<file path="config.mk">
export PLATFORM = sky130hd
export DESIGN_NAME = pnt_cfg_host
export DESIGN_NICKNAME = d
export VERILOG_FILES = /design/src/rtl/pnt_cfg_host.sv
export SDC_FILE = /design/constraint.sdc
export NUM_CORES = 1
export LEC_CHECK = 0
export ABC_AREA = 1
export CORE_MARGIN = 8
export CORE_UTILIZATION = 54
export DETAILED_ROUTE_END_ITERATION = 8
export PLACE_DENSITY_LB_ADDON = 0.12
export SYNTH_ARGS = -nofsm -noshare
export SYNTH_HDL_FRONTEND = slang
export SYNTH_SLANG_ARGS = --single-unit
</file>
<file path="constraint.sdc">
create_clock -name clk -period 4.4 [get_ports clk]
set_input_delay 0.66 -clock clk [delete_from_list [all_inputs] [get_ports clk]]
set_output_delay 0.66 -clock clk [all_outputs]
set_load 0.01 [all_outputs]
</file>
<file path="src/rtl/pnt_cfg_host.sv">
// pnt_cfg_host
//   Host-side initiator for the point-size configuration register port.
//   It takes one read or write command at a time, drives the register's
//   wen/ren/wdata handshake, waits for cfg_ready (with a timeout), decodes
//   the 11-bit point count back into a 3-bit code and returns a one-cycle
//   response.
//
//   Optional feature (define CFG_VERIFY_EN): every write is followed by an
//   automatic readback, and the write response reports the decoded readback.
//
// Ports
//   clk, rst_n        clock, asynchronous active-low reset
//   req_valid/ready   command handshake (ready only in IDLE)
//   req_write         1 = write, 0 = read
//   req_code          code to write (points = 8 << code)
//   resp_valid        one-cycle response strobe, no backpressure
//   resp_code         written code or decoded read code
//   resp_points       8 << resp_code, 0 on error or timeout
//   resp_err          readback not a legal one-hot point count
//   resp_timeout      cfg_ready not seen within TIMEOUT_CYCLES
//   cfg_wdata/wen/ren register write data / write enable / read enable
//   cfg_rdata/ready   register read data / ready
module pnt_cfg_host #(
  parameter int TIMEOUT_CYCLES = 15,
  parameter int TO_W           = 8
) (
  input  logic        clk,
  input  logic        rst_n,
  input  logic        req_valid,
  output logic        req_ready,
  input  logic        req_write,
  input  logic [2:0]  req_code,
  output logic        resp_valid,
  output logic [2:0]  resp_code,
  output logic [10:0] resp_points,
  output logic        resp_err,
  output logic        resp_timeout,
  output logic [2:0]  cfg_wdata,
  output logic        cfg_wen,
  output logic        cfg_ren,
  input  logic [10:0] cfg_rdata,
  input  logic        cfg_ready
);

  typedef enum logic [1:0] {IDLE, WRITE, READ, RESP} state_t;

  state_t          state, state_nxt;
  logic            wr_q;
  logic [2:0]      code_q;
  logic [10:0]     rdata_q;
  logic            to_q;
  logic [TO_W-1:0] cnt_q;
  logic            to_hit;
  logic            dec_ok;
  logic [2:0]      dec_code;

  assign to_hit = (cnt_q == TO_W'(TIMEOUT_CYCLES - 1));

  // Legal read data is exactly 8 << c for c in 0..7 (one bit in [10:3]).
  always_comb begin
    dec_ok   = 1'b0;
    dec_code = 3'd0;
    for (int i = 0; i < 8; i++) begin
      if (rdata_q == (11'd8 << i)) begin
        dec_ok   = 1'b1;
        dec_code = 3'(i);
      end
    end
  end

  always_ff @(posedge clk or negedge rst_n) begin
    if (!rst_n) state <= IDLE;
    else        state <= state_nxt;
  end

  always_comb begin
    state_nxt = state;
    case (state)
      IDLE:  if (req_valid) state_nxt = req_write ? WRITE : READ;
`ifdef CFG_VERIFY_EN
      WRITE: state_nxt = READ;
`else
      WRITE: state_nxt = RESP;
`endif
      READ:  if (cfg_ready || to_hit) state_nxt = RESP;
      RESP:  state_nxt = IDLE;
      default: state_nxt = IDLE;
    endcase
  end

  // Command latch, read capture and timeout counter.
  always_ff @(posedge clk or negedge rst_n) begin
    if (!rst_n) begin
      wr_q    <= 1'b0;
      code_q  <= 3'd0;
      rdata_q <= 11'd0;
      to_q    <= 1'b0;
      cnt_q   <= '0;
    end else begin
      if (state == IDLE && req_valid) begin
        wr_q    <= req_write;
        code_q  <= req_code;
        rdata_q <= 11'd0;
        to_q    <= 1'b0;
      end
      if (state_nxt == READ && state != READ) cnt_q <= '0;
      else if (state == READ)                 cnt_q <= cnt_q + TO_W'(1);
      // ready wins over a timeout landing in the same cycle
      if (state == READ) begin
        if (cfg_ready)   rdata_q <= cfg_rdata;
        else if (to_hit) to_q    <= 1'b1;
      end
    end
  end

  assign req_ready = (state == IDLE);
  assign cfg_wen   = (state == WRITE);
  assign cfg_wdata = (state == WRITE) ? code_q : 3'd0;
  assign cfg_ren   = (state == READ);
  assign resp_valid = (state == RESP);

  always_comb begin
    resp_code    = 3'd0;
    resp_points  = 11'd0;
    resp_err     = 1'b0;
    resp_timeout = 1'b0;
    if (state == RESP) begin
      if (to_q) begin
        resp_timeout = 1'b1;
      end else if (wr_q) begin
`ifdef CFG_VERIFY_EN
        resp_err    = !dec_ok || (dec_code != code_q);
        resp_code   = dec_ok ? dec_code : 3'd0;
        resp_points = resp_err ? 11'd0 : rdata_q;
`else
        resp_code   = code_q;
        resp_points = 11'd8 << code_q;
`endif
      end else begin
        resp_err    = !dec_ok;
        resp_code   = dec_ok ? dec_code : 3'd0;
        resp_points = dec_ok ? rdata_q : 11'd0;
      end
    end
  end

endmodule

</file>
==> impl_metrics.yaml, run 1 <==
critical_path:
  critical_path.max_stage_delay_ns: 0.55
  cp-endpoint: "resp_points[10]"
  cp_top_family: "buffers and inverters"
  required_ns: 3.74
  worst-path-buf-inv: 3
  reg2reg_depth: 8
  startpoint_type: "flip-flop"
  critPathKind: "flip-flop to primary output"
  cp.depth: 8
  rr_startpoint: "state[0]"
  reg2reg_to: "cnt_q[1]"
  cp_slowest_cell: "clkdlybuf4s50_1"
  critPathMaxFanout: 5
  cp-startpoint: "state[1]"
  crit_chain: "ha_1 -> inv_1 -> nor2_1 -> o21ai_0 -> inv_1 -> nand2_1 -> a21oi_1 -> clkdlybuf4s50_1"
  crit_arrival_ns: 2.28
  end_kind: "primary output"
  rrSetupSlack_ns: 2.25
  cp_common_cell: "inv_1"
synth:
  yosysWarnings: 0
  synth_seq_cells: 26
  syn_avg_cell_area_um2: 7.07
  synth_cell_types: 34
  synth_area_um2: 1780
  syn_inst: 252
  synth_seq_area_share: 0.365
layout:
  syn2layout_area_growth_pct: 24.3
  mostFrequentLayoutCells: "57 x nand2_1, 38 x clkdlybuf4s50_1, 36 x inv_1, 36 x nand3_1"
  drive_gt1_frac: 0.0699
  final_area_um2: 2210
  diodes: 0
  regArea_um2: 651
  multi_input_area_um2: 946
  nFillCells: 318
  layout_commonest_cell: "nand2_1"
  layout.nets: 312
drt:
  ant_nets: 0
  via_per_inst: 5.04
  totalWireLength_um: 3990
  drt_iter0_markers: 92
  vias: 1673
  wl_per_cell_um: 12.0
  drt_first_pass_iters: 4
  drc_errors: 0
global_route:
  grt.overflow.total: 0
  antenna_found_initial: 0
  grt_pass1_wl_um: 6710
  grt_max_degree: 27
  grt_pass1_vias: 1542
  grt_usage: 0.154
die:
  die_w_um: 73.4
  start_util: 0.546
  die_h_um: 73.4
  core.rowCount: 21
  core_area_um2: 3260
  die_area_um2: 5390
  io_pins: 42
clock_tree:
  cts-buffers-inserted: 3
  cts_max_path_buffers: 2
  cts-root-buf: "clkbuf_4"
  cts_resized: 0
  htree_levels: 1
  clk_latency_ns: 0.32
  clock-sinks: 26
  ctsHoldBuffers: 0
  cts_setup_buffers: 0
  path_clk_slew_ns: 0.14
  cts_tree: "done"
sta:
  hold_viol_final: 0
  period_share: 0.668
  totalNegativeSetupSlack_ns: 0
  setup_viol: 0
  max_freq_mhz: 340
  slew_headroom: 0.493
  report.final.slew_viol_count: 0
  finalCriticalPeriod_ns: 2.94
  worstMarginPinSlew_ns: 0.761
  rsz0062_at_grt: "false"
  clock_skew_ns: 0.00797
placed_design:
  placed_area_um2: 2180
  io_buffer_count: 38
  dp_hpwl_um: 3160
  gp_congestion: 0.844
status:
  status: "completed"
pwr:
  cellPowerDensity_nw_per_um2: 568
  power.leakage_nw: 1.15
  irDropWorstVdd_uv: 280
flow_run:
  drv_cap: 0
min_path:
  min_path_type: "flip-flop to flip-flop"
[state kept, by name (all words and copies together) (netlist names)]
register,flops
state,2
wr_q,1
cnt_q,8
rdata_q,11
code_q,3
to_q,1
[kinds of logic (layout without fill, tap and decap cells)]
group,after synthesis,after routing,synth area share
AND/OR/NAND/NOR,142,142,0.375
flip-flops,26,26,0.365
XOR/XNOR,2,2,0.00984
multiplexers,1,1,0.00632
buffers and inverters,47,79,0.108
AO/OA/AOI/OAI,27,27,0.0914
adder cells (fa/ha/maj),6,6,0.0422
other,1,3,0.00211
[how the worst min path moves through the flow]
stage / start / endpoint / slack [ns] / cells past startpoint
2_1_floorplan: rst_n / cnt_q[0] / 0.36 / 0
3_3_place_gp: rdata_q[0] / rdata_q[0] / 0.49 / 2
3_5_place_dp: rdata_q[0] / rdata_q[0] / 0.49 / 2
4_1_cts: rdata_q[0] / rdata_q[0] / 0.53 / 2
5_1_grt: rdata_q[1] / rdata_q[1] / 0.56 / 2
6_report: rdata_q[0] / rdata_q[0] / 0.53 / 2
[synth_stat cells]
library cell / count / area [µm²]
o21ai_1: 1 / 5.00
nor3_1: 6 / 30.0
o21bai_1: 1 / 7.51
nand4_1: 3 / 18.8
a211oi_1: 1 / 7.51
and2_1: 1 / 6.26
nand3_1: 36 / 180
inv_1: 36 / 135
dfrtp_1: 26 / 651
a31o_2: 2 / 17.5
or2_2: 1 / 6.26
o41ai_1: 1 / 8.76
buf_4: 3 / 22.5
clkbuf_1: 4 / 15.0
nor3_2: 1 / 10.0
o211ai_1: 3 / 22.5
nand2_1: 57 / 214
buf_1: 1 / 3.75
or2_0: 1 / 6.26
a21oi_1: 6 / 30.0
o31ai_1: 1 / 7.51
xor2_1: 2 / 17.5
buf_2: 3 / 15.0
ha_1: 6 / 75.1
a31oi_1: 1 / 6.26
conb_1: 1 / 3.75
nor2_1: 26 / 97.6
nor2_2: 4 / 25.0
nand3_2: 1 / 10.0
nand4_2: 3 / 37.5
o21ai_0: 10 / 50.1
nand2_2: 1 / 6.26
nand3b_4: 1 / 20.0
mux2_2: 1 / 11.3
[layout make-up]
class | count | area share
Timing Repair Buffer | 39 | 0.175
Multi-Input combinational cell | 181 | 0.427
Sequential cell | 26 | 0.294
Clock buffer | 4 | 0.0164
Tap cell | 46 | 0.0260
Inverter | 36 | 0.0611
[tightest hold or removal path, stage by stage (launching register included)]
cell and delay (ns):
dfrtp_1 0.37, nand3_1 0.08, nand2_1 0.05
[power by group]
part	total [W]	internal (W)	switching, W
clock	0.000121	0.0000506	0.0000707
sequential	0.000423	0.000321	0.000103
combinational	0.000713	0.000286	0.000427
total	0.00126	0.000658	0.000600
[per-layer routing]
layer	vias up	part of all wire	track usage	wire, µm
met4	0	0.0068	0.0399	27
met2	29	0.52	0.284	2060
li1	885	-	-	-
met1	757	0.44	0.183	1750
met3	2	0.037	0.0177	149
met5	-	0	0	0
[per-stage QoR]
step / cells / total power (W) / hold WS, ns / utilization / setup WS (ns)
6_report: 332 / 0.00126 / 0.525 / 0.679 / 1.46
4_1_cts: 332 / 0.00126 / 0.527 / 0.679 / 1.45
2_1_floorplan: 254 / 0.000914 / 0.364 / - / 2.44
3_3_place_gp: 328 / 0.00113 / 0.490 / 0.668 / 1.82
5_1_grt: 332 / 0.00138 / 0.557 / 0.679 / 1.25
3_5_place_dp: 328 / 0.00114 / 0.493 / 0.668 / 1.82
No activity file was read; power rests on OpenSTA's default activity.
==> run 2, diff against run 1 <==
--- a/config.mk
+++ b/config.mk
@@ -7,7 +7,7 @@
 export LEC_CHECK = 0
 export ABC_AREA = 1
 export CORE_MARGIN = 8
-export CORE_UTILIZATION = 54
+export CORE_UTILIZATION = 45
 export DETAILED_ROUTE_END_ITERATION = 8
 export PLACE_DENSITY_LB_ADDON = 0.12
 export SYNTH_ARGS = -nofsm -noshare
==> constraint.sdc (replaced) <==
create_clock -name clk -period 2.48 [get_ports clk]
set_input_delay 0.372 -clock clk [delete_from_list [all_inputs] [get_ports clk]]
set_output_delay 0.372 -clock clk [all_outputs]
set_load 0.01 [all_outputs]
==> impl_metrics.yaml, run 2 (synthesized netlist as in run 1, its figures left out) <==
status:
  status: "completed"
global_route:
  antenna_found_initial: 0
  grt_max_degree: 27
  grt_usage: 0.134
  grt.overflow.total: 0
  grt_pass1_wl_um: 6920
  grt_pass1_vias: 1604
pwr:
  intPower_w: 0.00132
  power.leakage_nw: 1.39
  cellPowerDensity_nw_per_um2: 1030
  sequentialPowerShare: 0.304
  switching_share: 0.461
  p_switching_w: 0.00113
  combinationalPowerShare: 0.582
  p_clk_frac: 0.113
  irDropWorstVdd_uv: 571
sta:
  finalCriticalPeriod_ns: 2.34
  report.final.slew_viol_count: 0
  hold_viol_final: 0
  clock_skew_ns: 0.00303
  totalNegativeSetupSlack_ns: 0
  finalWorstSetupSlack_ns: 0.141
  rsz0062_at_grt: "false"
  setup_viol: 0
  period_share: 0.943
  max_freq_mhz: 428
layout:
  multi_input_area_um2: 978
  reg_top3: "rdata_q x11, cnt_q x8, code_q x3"
  layout_commonest_cell: "nand2_1"
  regMostFlops: "rdata_q"
  diodes: 0
  nFillCells: 388
  mostFrequentLayoutCells: "54 x nand2_1, 36 x inv_1, 36 x nand3_1"
  syn2layout_area_growth_pct: 33.8
  regArea_um2: 651
  final_cells: 348
  layout.nets: 324
  largest_reg_flops: 11
  drive_gt1_frac: 0.131
clock_tree:
  cts-root-buf: "clkbuf_8"
  cts-buffers-inserted: 3
  path_clk_slew_ns: 0.09
  cts_tree: "done"
  clk_latency_ns: 0.27
  ctsHoldBuffers: 0
  htree_levels: 1
  cts_max_path_buffers: 2
  clock-sinks: 26
critical_path:
  reg2reg_to: "cnt_q[6]"
  cp-startpoint: "rdata_q[0]"
  rrSetupSlack_ns: 0.79
  critPathKind: "flip-flop to primary output"
  reg2reg_depth: 8
  cp-endpoint: "resp_points[5]"
  crit_arrival_ns: 1.97
  rr_startpoint: "state[0]"
  startpoint_type: "flip-flop"
  required_ns: 2.11
  end_kind: "primary output"
  critPathMaxFanout: 4
die:
  core.rowCount: 23
  die_h_um: 78.9
  core_area_um2: 3910
  die_w_um: 78.9
  start_util: 0.455
  io_pins: 42
  die_area_um2: 6230
drt:
  drc_errors: 0
  totalWireLength_um: 4210
  wl_per_cell_um: 12.1
  vias: 1707
  drt_iter0_markers: 79
  ant_nets: 0
  drt_first_pass_iters: 4
  via_per_inst: 4.91
min_path:
  min_path_type: "primary input to asynchronous set/reset pin"
placed_design:
  io_buffer_count: 38
  dp_hpwl_um: 3200
  place_ws_ns: 0.185
  gp_congestion: 0.830
  dpl.cell_count: 336
flow_run:
  drv_cap: 0
run 2: cell types whose count changed in the layout (fill, tap and decap cells not counted), sizes merged:
cell / previous run / this run
buf: 1 / 13
clkdlybuf4s50: 38 / 29
dlymetal6s2s: 0 / 9
run 2: worst min path at each step:
| stage | cells after the start | to |
|---|---|---|
| final | 2 | cnt_q[1] |
| after floorplan | 0 | cnt_q[0] |
| after global routing | 2 | cnt_q[1] |
| after global placement | 2 | rdata_q[1] |
| after CTS | 2 | cnt_q[5] |
| after detailed placement | 2 | rdata_q[1] |
run 2: what timing repair did:
action,in CTS,in global routing
setup endpoints to repair,7,10
resized for setup,2,17
buffers inserted,0,8
pin swaps,0,5
run 2: final cells by class:
type | count | area share
tap | 50 | 0.0263
inverter | 36 | 0.0567
multi-input combinational | 181 | 0.411
sequential | 26 | 0.273
timing repair buffer | 51 | 0.210
clock buffer | 4 | 0.0231
run 2: power groups by stage:
stage	Combinational (W)	Clock (W)	Sequential [W]
after floorplan	0.000916	0	0.000706
final	0.00143	0.000278	0.000745
after global routing	0.00163	0.000308	0.000763
after CTS	0.00133	0.000288	0.000736
after global placement	0.00131	0	0.000743
after detailed placement	0.00132	0	0.000743
run 2: through the flow:
step / hold WS, ns / instance area [µm²] / power [W] / utilization
after floorplan: 0.0764 / 1790 / 0.00162 / -
after global placement: 0.491 / 2210 / 0.00206 / 0.565
after detailed placement: 0.491 / 2210 / 0.00206 / 0.565
after CTS: 0.466 / 2270 / 0.00235 / 0.581
after global routing: 0.484 / 2380 / 0.00270 / 0.609
final: 0.459 / 2380 / 0.00245 / 0.609
run 2: per-layer routing:
layer	track usage	routed length (µm)
met4	0.0574	85
met3	0.0214	150
met1	0.151	1850
met5	0	0
met2	0.243	2120
run 2: worst max-delay path, stage by stage (launching register included):
cell and delay (ns):
dfrtp_1 0.40, nor2_2 0.16, nand2_2 0.11, nor3_1 0.27, o21ai_0 0.11, nor2_1 0.09, clkdlybuf4s50_1 0.54
==> run 3, diff against run 2 <==
--- a/config.mk
+++ b/config.mk
@@ -7,7 +7,7 @@
 export LEC_CHECK = 0
 export ABC_AREA = 1
 export CORE_MARGIN = 8
-export CORE_UTILIZATION = 45
+export CORE_UTILIZATION = 54
 export DETAILED_ROUTE_END_ITERATION = 8
 export PLACE_DENSITY_LB_ADDON = 0.12
 export SYNTH_ARGS = -nofsm -noshare
==> constraint.sdc (replaced) <==
create_clock -name clk -period 3 [get_ports clk]
set_input_delay 0.45 -clock clk [delete_from_list [all_inputs] [get_ports clk]]
set_output_delay 0.45 -clock clk [all_outputs]
set_load 0.01 [all_outputs]
==> impl_metrics.yaml, run 3 (synthesized netlist as in run 1, its figures left out) <==
clock_tree:
  cts_resized: 0
  clk_latency_ns: 0.31
  path_clk_slew_ns: 0.14
  cts_setup_buffers: 0
  cts-buffers-inserted: 3
  htree_levels: 1
  cts_max_path_buffers: 2
  clock-sinks: 26
  cts_tree: "done"
  cts-root-buf: "clkbuf_4"
  ctsHoldBuffers: 0
sta:
  worstMarginPinSlew_ns: 0.503
  report.final.slew_viol_count: 0
  rsz0062_at_grt: "false"
  finalCriticalPeriod_ns: 2.75
  period_share: 0.915
  setup_viol: 0
  max_freq_mhz: 364
  hold_viol_final: 0
  slew_headroom: 0.663
  finalWorstSetupSlack_ns: 0.255
  clock_skew_ns: 0.00331
  totalNegativeSetupSlack_ns: 0
die:
  core_area_um2: 3260
  io_pins: 42
  start_util: 0.546
  core.rowCount: 21
  die_w_um: 73.4
  die_area_um2: 5390
  die_h_um: 73.4
drt:
  ant_nets: 0
  wl_per_cell_um: 12.2
  maxUsedRoutingLayer: "met4"
  totalWireLength_um: 4060
  via_per_inst: 5.05
  dr_wl_met3_um: 183
  wl_met2_um: 2100
  vias: 1688
  drc_errors: 0
  m1WireLength_um: 1740
  drt_iter0_markers: 104
  drt_first_pass_iters: 4
layout:
  diodes: 0
  reg_top3: "rdata_q x11, cnt_q x8, code_q x3"
  layout_commonest_cell: "nand2_1"
  largest_reg_flops: 11
  mostFrequentLayoutCells: "57 x nand2_1, 38 x clkdlybuf4s50_1, 36 x inv_1, 36 x nand3_1"
  final_cells: 334
  drive_gt1_frac: 0.0764
  layout.nets: 314
  final_core_util: 0.684
  regMostFlops: "rdata_q"
  syn2layout_area_growth_pct: 25.2
critical_path:
  worst-path-buf-inv: 3
  critPathKind: "flip-flop to primary output"
  startpoint_type: "flip-flop"
  critPathMaxFanout: 5
  cp_common_cell: "inv_1"
  cp_slowest_cell: "clkdlybuf4s50_1"
  crit_arrival_ns: 2.30
  crit_chain: "ha_1 -> inv_1 -> nor2_1 -> o21ai_0 -> inv_1 -> nand2_1 -> a21oi_1 -> clkdlybuf4s50_1"
  critical_path.max_stage_delay_ns: 0.56
  cp-startpoint: "state[1]"
  end_kind: "primary output"
  rr_startpoint: "state[0]"
  required_ns: 2.55
  cp_top_family: "buffers and inverters"
global_route:
  grt_pass1_wl_um: 6840
  grt.overflow.total: 0
  grt_usage: 0.155
  grt_max_degree: 27
  grt_pass1_vias: 1622
  antenna_found_initial: 0
pwr:
  power.leakage_nw: 1.16
  total_power_w: 0.00186
  irDropWorstVdd_uv: 453
  cellPowerDensity_nw_per_um2: 834
placed_design:
  gp_congestion: 0.878
  io_buffer_count: 38
  dpl.cell_count: 330
  place_ws_ns: 0.607
  dp_hpwl_um: 3270
min_path:
  min_path_type: "primary input to asynchronous set/reset pin"
flow_run:
  drv_cap: 0
status:
  status: "completed"
## run 3: power breakdown
| group | switching [W] | internal (W) | total (W) |
|---|---|---|---|
| logic | 0.000628 | 0.000432 | 0.00106 |
| clock network | 0.0000988 | 0.0000740 | 0.000173 |
| registers | 0.000155 | 0.000471 | 0.000626 |
## run 3: per-stage QoR
step | hold WS [ns] | area, µm²
2_1_floorplan | 0.154 | 1790
3_3_place_gp | 0.495 | 2190
3_5_place_dp | 0.506 | 2190
4_1_cts | 0.488 | 2230
5_1_grt | 0.508 | 2230
6_report | 0.485 | 2230
## run 3: routing by layer
layer	up-vias	GRT usage
met5	-	0
met4	0	0.0377
met3	4	0.0177
met2	36	0.286
met1	767	0.183
li1	881	-
## run 3: path summary, 6_finish.rpt
| kind | to | slack, ns | depth (start not counted) |
|---|---|---|---|
| max in group asynchronous | cnt_q[5] | 2.26 | 2 |
| worst max-delay path | resp_points[8] | 0.25 | 8 |
| worst max register to register | cnt_q[6] | 1.11 | 9 |
| worst min-delay path | cnt_q[1] | 0.49 | 2 |
| worst min register to register | to_q | 0.54 | 2 |
| min in group clk | to_q | 0.54 | 2 |
## run 3: layout make-up
type / instances / area [µm²]
multi-input cells: 181 / 946
well taps: 46 / 57.6
fillers: 280 / 1030
repair buffers: 41 / 403
clock buffers: 4 / 36.3
inverters: 36 / 135
flip-flops and latches: 26 / 651
==> patch (settings of run 1) <==
Set the parameter `TO_W` to 12 (it was 8).
--- a/src/rtl/pnt_cfg_host.sv
+++ b/src/rtl/pnt_cfg_host.sv
@@ -22,7 +22,7 @@
 //   cfg_rdata/ready   register read data / ready
 module pnt_cfg_host #(
   parameter int TIMEOUT_CYCLES = 15,
-  parameter int TO_W           = 8
+  parameter int TO_W           = 12
 ) (
   input  logic        clk,
   input  logic        rst_n,
Behaviour: no difference found for any inputs over 10 cycles, from zero or initial values and one cycle with rst_n low; that may be too few to reach the edited logic, so the function may still have changed.
==> patch against run 1 <==
- total power up 19%
- design area up 16%
- setup slack worse by 0.075 ns
- non-clock buffer count unchanged
- wire length up 19%
- synthesized area up 18%
- sequential cell count up 4
- sequential share of layout area down 0.18 points
- highest routed layer unchanged
==> patch: results (changes against run 1) <==
Max VDD drop=0.279 mV (-0.42%); count of cell types in the netlist=31 (-8.8%); htree depth=2 (+1); biggest regs=cnt_q (12), rdata_q (11), code_q (3); GRT Util Overall=0.160 (+0.00570); CP arrival=2.36 ns (+0.08 ns); hpwl dp=3.67 mm (+16%); Root Buffer=clkbuf_8; Synth Area in Compound Gates=0.0829 (-0.00847); total CTS buffers=5 (+2); DR vias=1963 (+17%); synth top area cells=dfrtp_1 36%, nand2_1 11%, nand3_1 9.5%; Largest stage delay, worst path=0.53 ns (-0.02 ns); Worst-Margin Slew=0.674 ns (-0.0875 ns); post-synthesis mux area share=0 (-0.00632); status=completed; P_leak=1.27 nW (+10%); clock group total power=0.000227 W (+88%); vias in the first global route=1842 (+19%); total combinational power=0.000809 W (+13%); adder-cell share of the synthesized area=0.0358 (-0.00639); routed wire length per instance=12.5 um (+4.4%); P_sw=0.000708 W (+18%); Nets=355 (+14%); Layout Skew=0.00309 ns (-0.00489 ns); filler-free cell count of the finished design=379 (+14%); sequential share of the synthesized area=0.358 (-0.00764); first-pass GRT wire length=8.11 mm (+21%); synth cell count leaders=63 x nand2_1, 44 x inv_1, 40 x nand3_1; layout cells sized above 1=0.0816 (+0.0116); Placed Cells=371 (+13%)
patch: cell types whose count changed in the layout (fill, tap and decap cells not counted), moves of 3 or more:
cell / before / now
clkbuf_4: 3 / 0
clkbuf_8: 1 / 6
dfrtp_1: 26 / 30
inv_1: 36 / 44
inv_2: 0 / 3
nand2_1: 57 / 63
nand3_1: 36 / 40
nand3_2: 1 / 9
nand4_1: 3 / 8
nand4_2: 3 / 0
nor2_2: 4 / 0
o211ai_1: 3 / 0
o21ai_0: 10 / 13
xor2_1: 2 / 5
patch: layout make-up:
type / count / area (um^2) / share of cell area
Multi-Input combinational cell: 207 / 1100 / 0.429
Clock buffer: 7 / 86.3 / 0.0336
Inverter: 47 / 176 / 0.0686
Clock inverter: 1 / 5.00 / 0.00195
Tap cell: 48 / 60.1 / 0.0234
Sequential cell: 30 / 751 / 0.292
Timing Repair Buffer: 39 / 388 / 0.151
patch: worst min-delay path, delay by kind of cell, from the launching register on:
kind             cells  cell delay (ns)
AND/OR/NAND/NOR      2             0.14
flip-flops           1             0.34
patch: stage by stage:
stage | cell area, um^2 | setup WS [ns]
5_1_grt | 2570 | 1.14
2_1_floorplan | 2110 | 2.36
4_1_cts | 2570 | 1.39
3_3_place_gp | 2480 | 1.75
3_5_place_dp | 2480 | 1.70
6_report | 2570 | 1.38
patch: path summary, 6_finish.rpt:
kind	slack [ns]	to
max	1.38	resp_code[0]
max reg2reg	2.08	cnt_q[11]
min	0.51	rdata_q[1]
max in group asynchronous	3.35	rdata_q[4]
min in group asynchronous	0.76	cnt_q[0]
min reg2reg	0.51	rdata_q[1]
patch: per-layer routing:
metal / part of all wire / wire, um / global-route usage
met5: 0 / 0 / 0
met4: 0.013 / 62 / 0.0593
met3: 0.060 / 285 / 0.0478
met2: 0.50 / 2370 / 0.282
met1: 0.43 / 2040 / 0.177
